File: config.mk
export PLATFORM = sky130hd
export DESIGN_NAME = dmem_access_unit
export DESIGN_NICKNAME = d
export VERILOG_FILES = /design/src/rtl/dmem_pkg.sv /design/src/rtl/mem_lane_align.sv /design/src/rtl/dmem_access_unit.sv
export SDC_FILE = /design/constraint.sdc
export NUM_CORES = 1
export LEC_CHECK = 0
export BUFFER_PORTS_ARGS = -buffer_cell sky130_fd_sc_hd__clkbuf_2
export CAP_MARGIN = 20
export CORE_MARGIN = 1.5
export CORE_UTILIZATION = 50
export CTS_BUF_LIST = sky130_fd_sc_hd__clkbuf_8
export DETAILED_ROUTE_END_ITERATION = 16
export GPL_ROUTABILITY_DRIVEN = 1
export PLACE_DENSITY = 0.78
export SYNTH_ARGS = -nofsm -noshare
export SYNTH_HDL_FRONTEND = slang
export SYNTH_SLANG_ARGS = --single-unit
export TNS_END_PERCENT = 10
File: constraint.sdc
create_clock -name Clk -period 9.1 [get_ports Clk]
set_input_delay 1.82 -clock Clk [delete_from_list [all_inputs] [get_ports Clk]]
set_output_delay 1.82 -clock Clk [all_outputs]
set_load 0.02 [all_outputs]
File: src/rtl/dmem_pkg.sv
`default_nettype none
// +----------------------------------------------------------------+
// | dmem_pkg: shared sizes, FSM states and alignment helper.        |
// | Revision: 1.0                                                   |
// +----------------------------------------------------------------+
package dmem_pkg;

  localparam logic [1:0] SIZE_BYTE    = 2'd0;
  localparam logic [1:0] SIZE_HALF    = 2'd1;
  localparam logic [1:0] SIZE_WORD    = 2'd2;
  localparam logic [1:0] SIZE_ILLEGAL = 2'd3;

  typedef enum logic [2:0] {
    ST_IDLE   = 3'd0,
    ST_LOAD   = 3'd1,
    ST_STORE  = 3'd2,
    ST_RMW_RD = 3'd3,
    ST_RMW_WR = 3'd4,
    ST_RESP   = 3'd5
  } state_t;

  function automatic logic is_misaligned(input logic [1:0] size, input logic [1:0] addr_lo);
    logic bad;
    bad = 1'b0;
    case (size)
      SIZE_HALF: bad = addr_lo[0];
      SIZE_WORD: bad = (addr_lo != 2'b00);
      default:   bad = 1'b0;
    endcase
    return bad;
  endfunction

endpackage
`default_nettype wire

File: src/rtl/mem_lane_align.sv
`default_nettype none
// +----------------------------------------------------------------+
// | mem_lane_align: little-endian lane extract/extend and merge.    |
// | Revision: 1.0                                                   |
// +----------------------------------------------------------------+
module mem_lane_align
  import dmem_pkg::*;
(
  input  logic [1:0]  size,
  input  logic [1:0]  lane,
  input  logic        sign_ext,
  input  logic [31:0] rdata,
  input  logic [31:0] wdata,
  output logic [31:0] load_data,
  output logic [31:0] store_data
);

  logic [7:0]  byte_sel;
  logic [15:0] half_sel;

  always_comb begin
    byte_sel  = rdata[{lane, 3'b000} +: 8];
    half_sel  = lane[1] ? rdata[31:16] : rdata[15:0];
    load_data = rdata;
    case (size)
      SIZE_BYTE: load_data = {{24{sign_ext & byte_sel[7]}}, byte_sel};
      SIZE_HALF: load_data = {{16{sign_ext & half_sel[15]}}, half_sel};
      default:   load_data = rdata;
    endcase
  end

  // Sub-word stores replace only the addressed lane of the old word.
  always_comb begin
    store_data = rdata;
    case (size)
      SIZE_BYTE: store_data[{lane, 3'b000} +: 8] = wdata[7:0];
      SIZE_HALF: store_data[{lane[1], 4'b0000} +: 16] = wdata[15:0];
      default:   store_data = wdata;
    endcase
  end

endmodule
`default_nettype wire

File: src/rtl/dmem_access_unit.sv
`default_nettype none
// +----------------------------------------------------------------+
// | dmem_access_unit: byte-addressed load/store master for a        |
// | word-addressed data memory. Revision: 1.0                       |
// +----------------------------------------------------------------+
module dmem_access_unit
  import dmem_pkg::*;
#(
  parameter int MEM_WORDS = 1024,
  parameter int IDX_WIDTH = 10
) (
  input  logic        Clk,
  input  logic        Rst_n,
  input  logic        ReqValid,
  output logic        ReqReady,
  input  logic        ReqWrite,
  input  logic [1:0]  ReqSize,
  input  logic        ReqSigned,
  input  logic [31:0] ReqAddr,
  input  logic [31:0] ReqWData,
  output logic        RespValid,
  output logic [31:0] RespData,
  output logic        RespError,
  output logic [31:0] MemAddress,
  output logic [31:0] MemWriteData,
  output logic        MemWrite,
  output logic        MemRead,
  input  logic [31:0] MemReadData
);

  state_t               state;
  state_t               next_state;
  logic [1:0]           lane;
  logic [1:0]           size;
  logic                 sign_ext;
  logic [31:0]          wdata;
  logic [31:0]          merge_word;
  logic [31:0]          resp_data;
  logic                 resp_error;
  logic [IDX_WIDTH-1:0] mem_index;
  logic                 req_err;
  logic [31:0]          align_rdata;
  logic [31:0]          load_data;
  logic [31:0]          store_data;

  always_comb begin
    req_err = (ReqSize == SIZE_ILLEGAL)
            || is_misaligned(ReqSize, ReqAddr[1:0])
            || (ReqAddr[31:2] >= 30'(MEM_WORDS));
  end

  // LOAD extracts straight from memory; RMW merges into the captured word.
  assign align_rdata = (state == ST_LOAD) ? MemReadData : merge_word;

  mem_lane_align u_align (
    .size       (size),
    .lane       (lane),
    .sign_ext   (sign_ext),
    .rdata      (align_rdata),
    .wdata      (wdata),
    .load_data  (load_data),
    .store_data (store_data)
  );

  always_ff @(posedge Clk or negedge Rst_n) begin
    if (!Rst_n) begin
      state <= ST_IDLE;
    end else begin
      state <= next_state;
    end
  end

  always_comb begin
    next_state   = state;
    ReqReady     = 1'b0;
    RespValid    = 1'b0;
    MemRead      = 1'b0;
    MemWrite     = 1'b0;
    MemWriteData = 32'd0;
    case (state)
      ST_IDLE: begin
        ReqReady = 1'b1;
        if (ReqValid) begin
          if (req_err)                 next_state = ST_RESP;
          else if (!ReqWrite)          next_state = ST_LOAD;
          else if (ReqSize == SIZE_WORD) next_state = ST_STORE;
          else                         next_state = ST_RMW_RD;
        end
      end
      ST_LOAD: begin
        MemRead    = 1'b1;
        next_state = ST_RESP;
      end
      ST_STORE: begin
        MemWrite     = 1'b1;
        MemWriteData = store_data;
        next_state   = ST_RESP;
      end
      ST_RMW_RD: begin
        MemRead    = 1'b1;
        next_state = ST_RMW_WR;
      end
      ST_RMW_WR: begin
        MemWrite     = 1'b1;
        MemWriteData = store_data;
        next_state   = ST_RESP;
      end
      ST_RESP: begin
        RespValid  = 1'b1;
        next_state = ST_IDLE;
      end
      default: next_state = ST_IDLE;
    endcase
  end

  always_ff @(posedge Clk or negedge Rst_n) begin
    if (!Rst_n) begin
      lane       <= 2'd0;
      size       <= SIZE_BYTE;
      sign_ext   <= 1'b0;
      wdata      <= 32'd0;
      merge_word <= 32'd0;
      resp_data  <= 32'd0;
      resp_error <= 1'b0;
      mem_index  <= '0;
    end else begin
      case (state)
        ST_IDLE: begin
          if (ReqValid) begin
            lane     <= ReqAddr[1:0];
            size     <= ReqSize;
            sign_ext <= ReqSigned;
            wdata    <= ReqWData;
            // Errored requests leave the memory address untouched.
            if (req_err) begin
              resp_data  <= 32'd0;
              resp_error <= 1'b1;
            end else begin
              mem_index <= ReqAddr[IDX_WIDTH+1:2];
            end
          end
        end
        ST_LOAD: begin
          resp_data  <= load_data;
          resp_error <= 1'b0;
        end
        ST_STORE, ST_RMW_WR: begin
          resp_data  <= 32'd0;
          resp_error <= 1'b0;
        end
        ST_RMW_RD: merge_word <= MemReadData;
        default: ;
      endcase
    end
  end

  assign RespData   = resp_data;
  assign RespError  = resp_error;
  assign MemAddress = {{(32-IDX_WIDTH){1'b0}}, mem_index};

endmodule
`default_nettype wire
==> reports/summary.txt <==
nets@finish = 974
RSZ-0062 raised after global routing = no
Slew headroom = 37.4%
status = complete, no violations
Seq/Total Area, Yosys = 42.9%
Final Critical Period = 5070 ps
PD cells = 337 nW/um^2
Yosys reg bits = 115
DR vias = 6128
Psw = 1.27 mW
CP arrival = 3250 ps
post_cts resized = 0
clock sink count = 115
total power = 2.70 mW
HPWL after detailed placement = 13.9 mm
EDFF count, synth = 0
drt drc = 0
crit start category = flip-flop
Clock power frac = 16.8%
sequential power share = 30.6%
internal power = 1.44 mW
antenna-violating nets left = 0
switching share of power = 46.8%
Critical Path Sink = MemWriteData[7]
Worst Hold Depth = 1
R2R cell count = 4
asr flop ratio synth = 100%
die footprint = 14100 sq um
mean area per synthesized cell = 9.57 sq um
Area Overhead vs Synth = 19.5%
largest net degree at the start of global routing = 62
total congestion overflow = 0
CP required = 7280 ps
Max FO, Critical Path = 9
WS Path Type = reg2out
Reg-to-Reg End = mem_index[1]$_DFFE_PN0P_
R2R Setup Slk = 6080 ps
period utilization = 55.7%
final setup vio count = 0
Post-CTS Hold Fix Bufs = 0
IO Count = 204
number of max-cap violations = 0
Die H = 119 um
initial antenna violation count = 0
Clock Pin Slew Worst Setup and Hold Paths = 60 ps
Port Buffers = 181
Reg area = 2880 sq um
hold crit path type = reg2reg
layout cells sized above 1 = 32.5%
Wirelength per Cell = 18.1 um
CTS buffer count = 17
achievable frequency = 197 MHz
Mapped Cells = 702
number of distinct library cells after synthesis = 49
post-synth top area cell = dfrtp_1
Clock Latency Late Sink = 440 ps
Pleak = 4.08 nW
clock root buffer = clkbuf_8
Final Hold Violating Endpoints = 0
fillers = 1176
die width = 119 um
Core Region = 13200 sq um
most frequent cells in the layout = clkbuf_2, nand2_1, dfrtp_1, o21ai_0, mux2_2
worst setup path startpoint = lane[0]$_DFFE_PN0P_
Longest Clk Path Bufs = 2
Logic pwr share = 52.6%
Ys Warns = 0
cell area after synthesis = 6720 sq um
CTS tree = done
Max rail drop VDD = 0.153 mV
Vias/cell = 5.84
Slew @ Worst Pin = 932 ps
Post-CTS Setup Inserts = 0
RR Startpoint = state[1]$_DFFE_PN0P_
FP Rows = 42
crit end category = primary output
Setup TNS = 0 ps
post-synth top area share = 42.9%
Final Skew = 5.68 ps
gr usage total = 27.6%
vias in the first global route = 5579
most common library cell in the layout ignoring fill and taps = clkbuf_2
DRT iter0 DRCs = 646
Starting Density = 50.9%
area of the multi-input gates = 3490 sq um
Max Slew Vio Count = 0
Pre-Repair DR Iteration Count = 5
drt total wl = 19.0 mm
n_diodes = 0
ys flop type = dfrtp_1
top cells by area, synth = dfrtp_1, mux2_2, nand2_1
H-tree level count = 4
global-route wire length before repair = 30.2 mm
Final GP Congestion = 0.954
==> per-stage QoR <==
stage	std cells	hold WS [ps]	utilization, %	setup slack (ps)	cell area [sq um]
after global placement	1017	460	57.8	4310	7630
final	1050	476	60.8	4030	8030
after global routing	1050	494	60.8	3860	8030
after floorplan	723	447	-	3980	6790
after detailed placement	1017	466	57.8	4310	7630
after CTS	1047	482	60.7	3930	8010
==> power by group through the flow <==
stage | registers, mW | logic [mW] | clock network, mW
global placement | 0.825 | 1.39 | 0
CTS | 0.821 | 1.41 | 0.465
finish | 0.828 | 1.42 | 0.454
detailed placement | 0.829 | 1.40 | 0
global route | 0.846 | 1.55 | 0.492
floorplan | 0.845 | 0.956 | 0
==> worst min path at each step <==
stage	from	endpoint	slack (ps)
final	RespData[13]$_DFFE_PN0P_	RespData[13]$_DFFE_PN0P_	480
after global routing	RespData[13]$_DFFE_PN0P_	RespData[13]$_DFFE_PN0P_	490
after CTS	RespData[12]$_DFFE_PN0P_	RespData[12]$_DFFE_PN0P_	480
after detailed placement	wdata[18]$_DFFE_PN0P_	wdata[18]$_DFFE_PN0P_	470
after global placement	wdata[31]$_DFFE_PN0P_	wdata[31]$_DFFE_PN0P_	460
after floorplan	wdata[16]$_DFFE_PN0P_	wdata[16]$_DFFE_PN0P_	450
==> cell type report <==
cell class / count / share of cell area (%)
Clock buffer: 21 / 3.60
Clock inverter: 9 / 1.12
Inverter: 14 / 0.655
Multi-Input combinational cell: 521 / 43.5
Sequential cell: 115 / 35.9
Tap cell: 176 / 2.74
Timing Repair Buffer: 194 / 12.5
==> sequential cells by signal (all words and copies together), names as in the netlist <==
signal / count
RespData: 32
RespError: 1
lane: 2
mem_index: 10
merge_word: 32
sign_ext: 1
size: 2
state: 3
wdata: 32
==> logic make-up (layout without fill, tap and decap cells) <==
| kind of cell | Yosys count | in the layout | synth area share [%] |
|---|---|---|---|
| AO/OA/AOI/OAI | 217 | 217 | 21.2 |
| AND/OR/NAND/NOR | 182 | 182 | 11.2 |
| flip-flops | 115 | 115 | 42.9 |
| multiplexers | 91 | 91 | 16.5 |
| buffers and inverters | 87 | 238 | 6.50 |
| adder cells (fa/ha/maj) | 8 | 8 | 1.49 |
| other | 1 | 22 | 0.0558 |
| XOR/XNOR | 1 | 1 | 0.130 |
==> cell usage after synthesis (2+ instances only) <==
master     number
nand2_1       139
dfrtp_1       115
o21ai_0        77
mux2_2         50
a21oi_1        45
clkbuf_1       34
mux2i_1        31
buf_4          22
nor2_1         18
a221o_1        17
a211oi_1       16
a221oi_1       15
o211ai_1       15
inv_1          12
buf_1          10
a21o_1          8
ha_1            8
mux4_2          7
o22ai_1         7
o2bb2ai_1       7
and2_1          4
buf_2           4
nor3_1          4
nor4_1          4
buf_6           3
mux4_1          3
nor2b_1         3
clkinv_1        2
o21a_1          2
==> layer usage <==
layer  vias up  share of wire (%)  global-route usage (%)
li1       2836                  -                       -
met1      2930                 44                    38.6
met2       323                 45                    40.4
met3        39                8.2                    6.37
met4         0                3.4                    13.3
met5         -                  0                       0
==> critical path, cell delays in order, from the launching register on <==
cell and delay, ps:
dfrtp_1 460, inv_1 240, ha_1 430, nand2_1 90
nor3_1 720, o21ai_0 170, a221oi_1 460, clkbuf_2 250
Note: power is estimated with default switching activity, not from simulation.
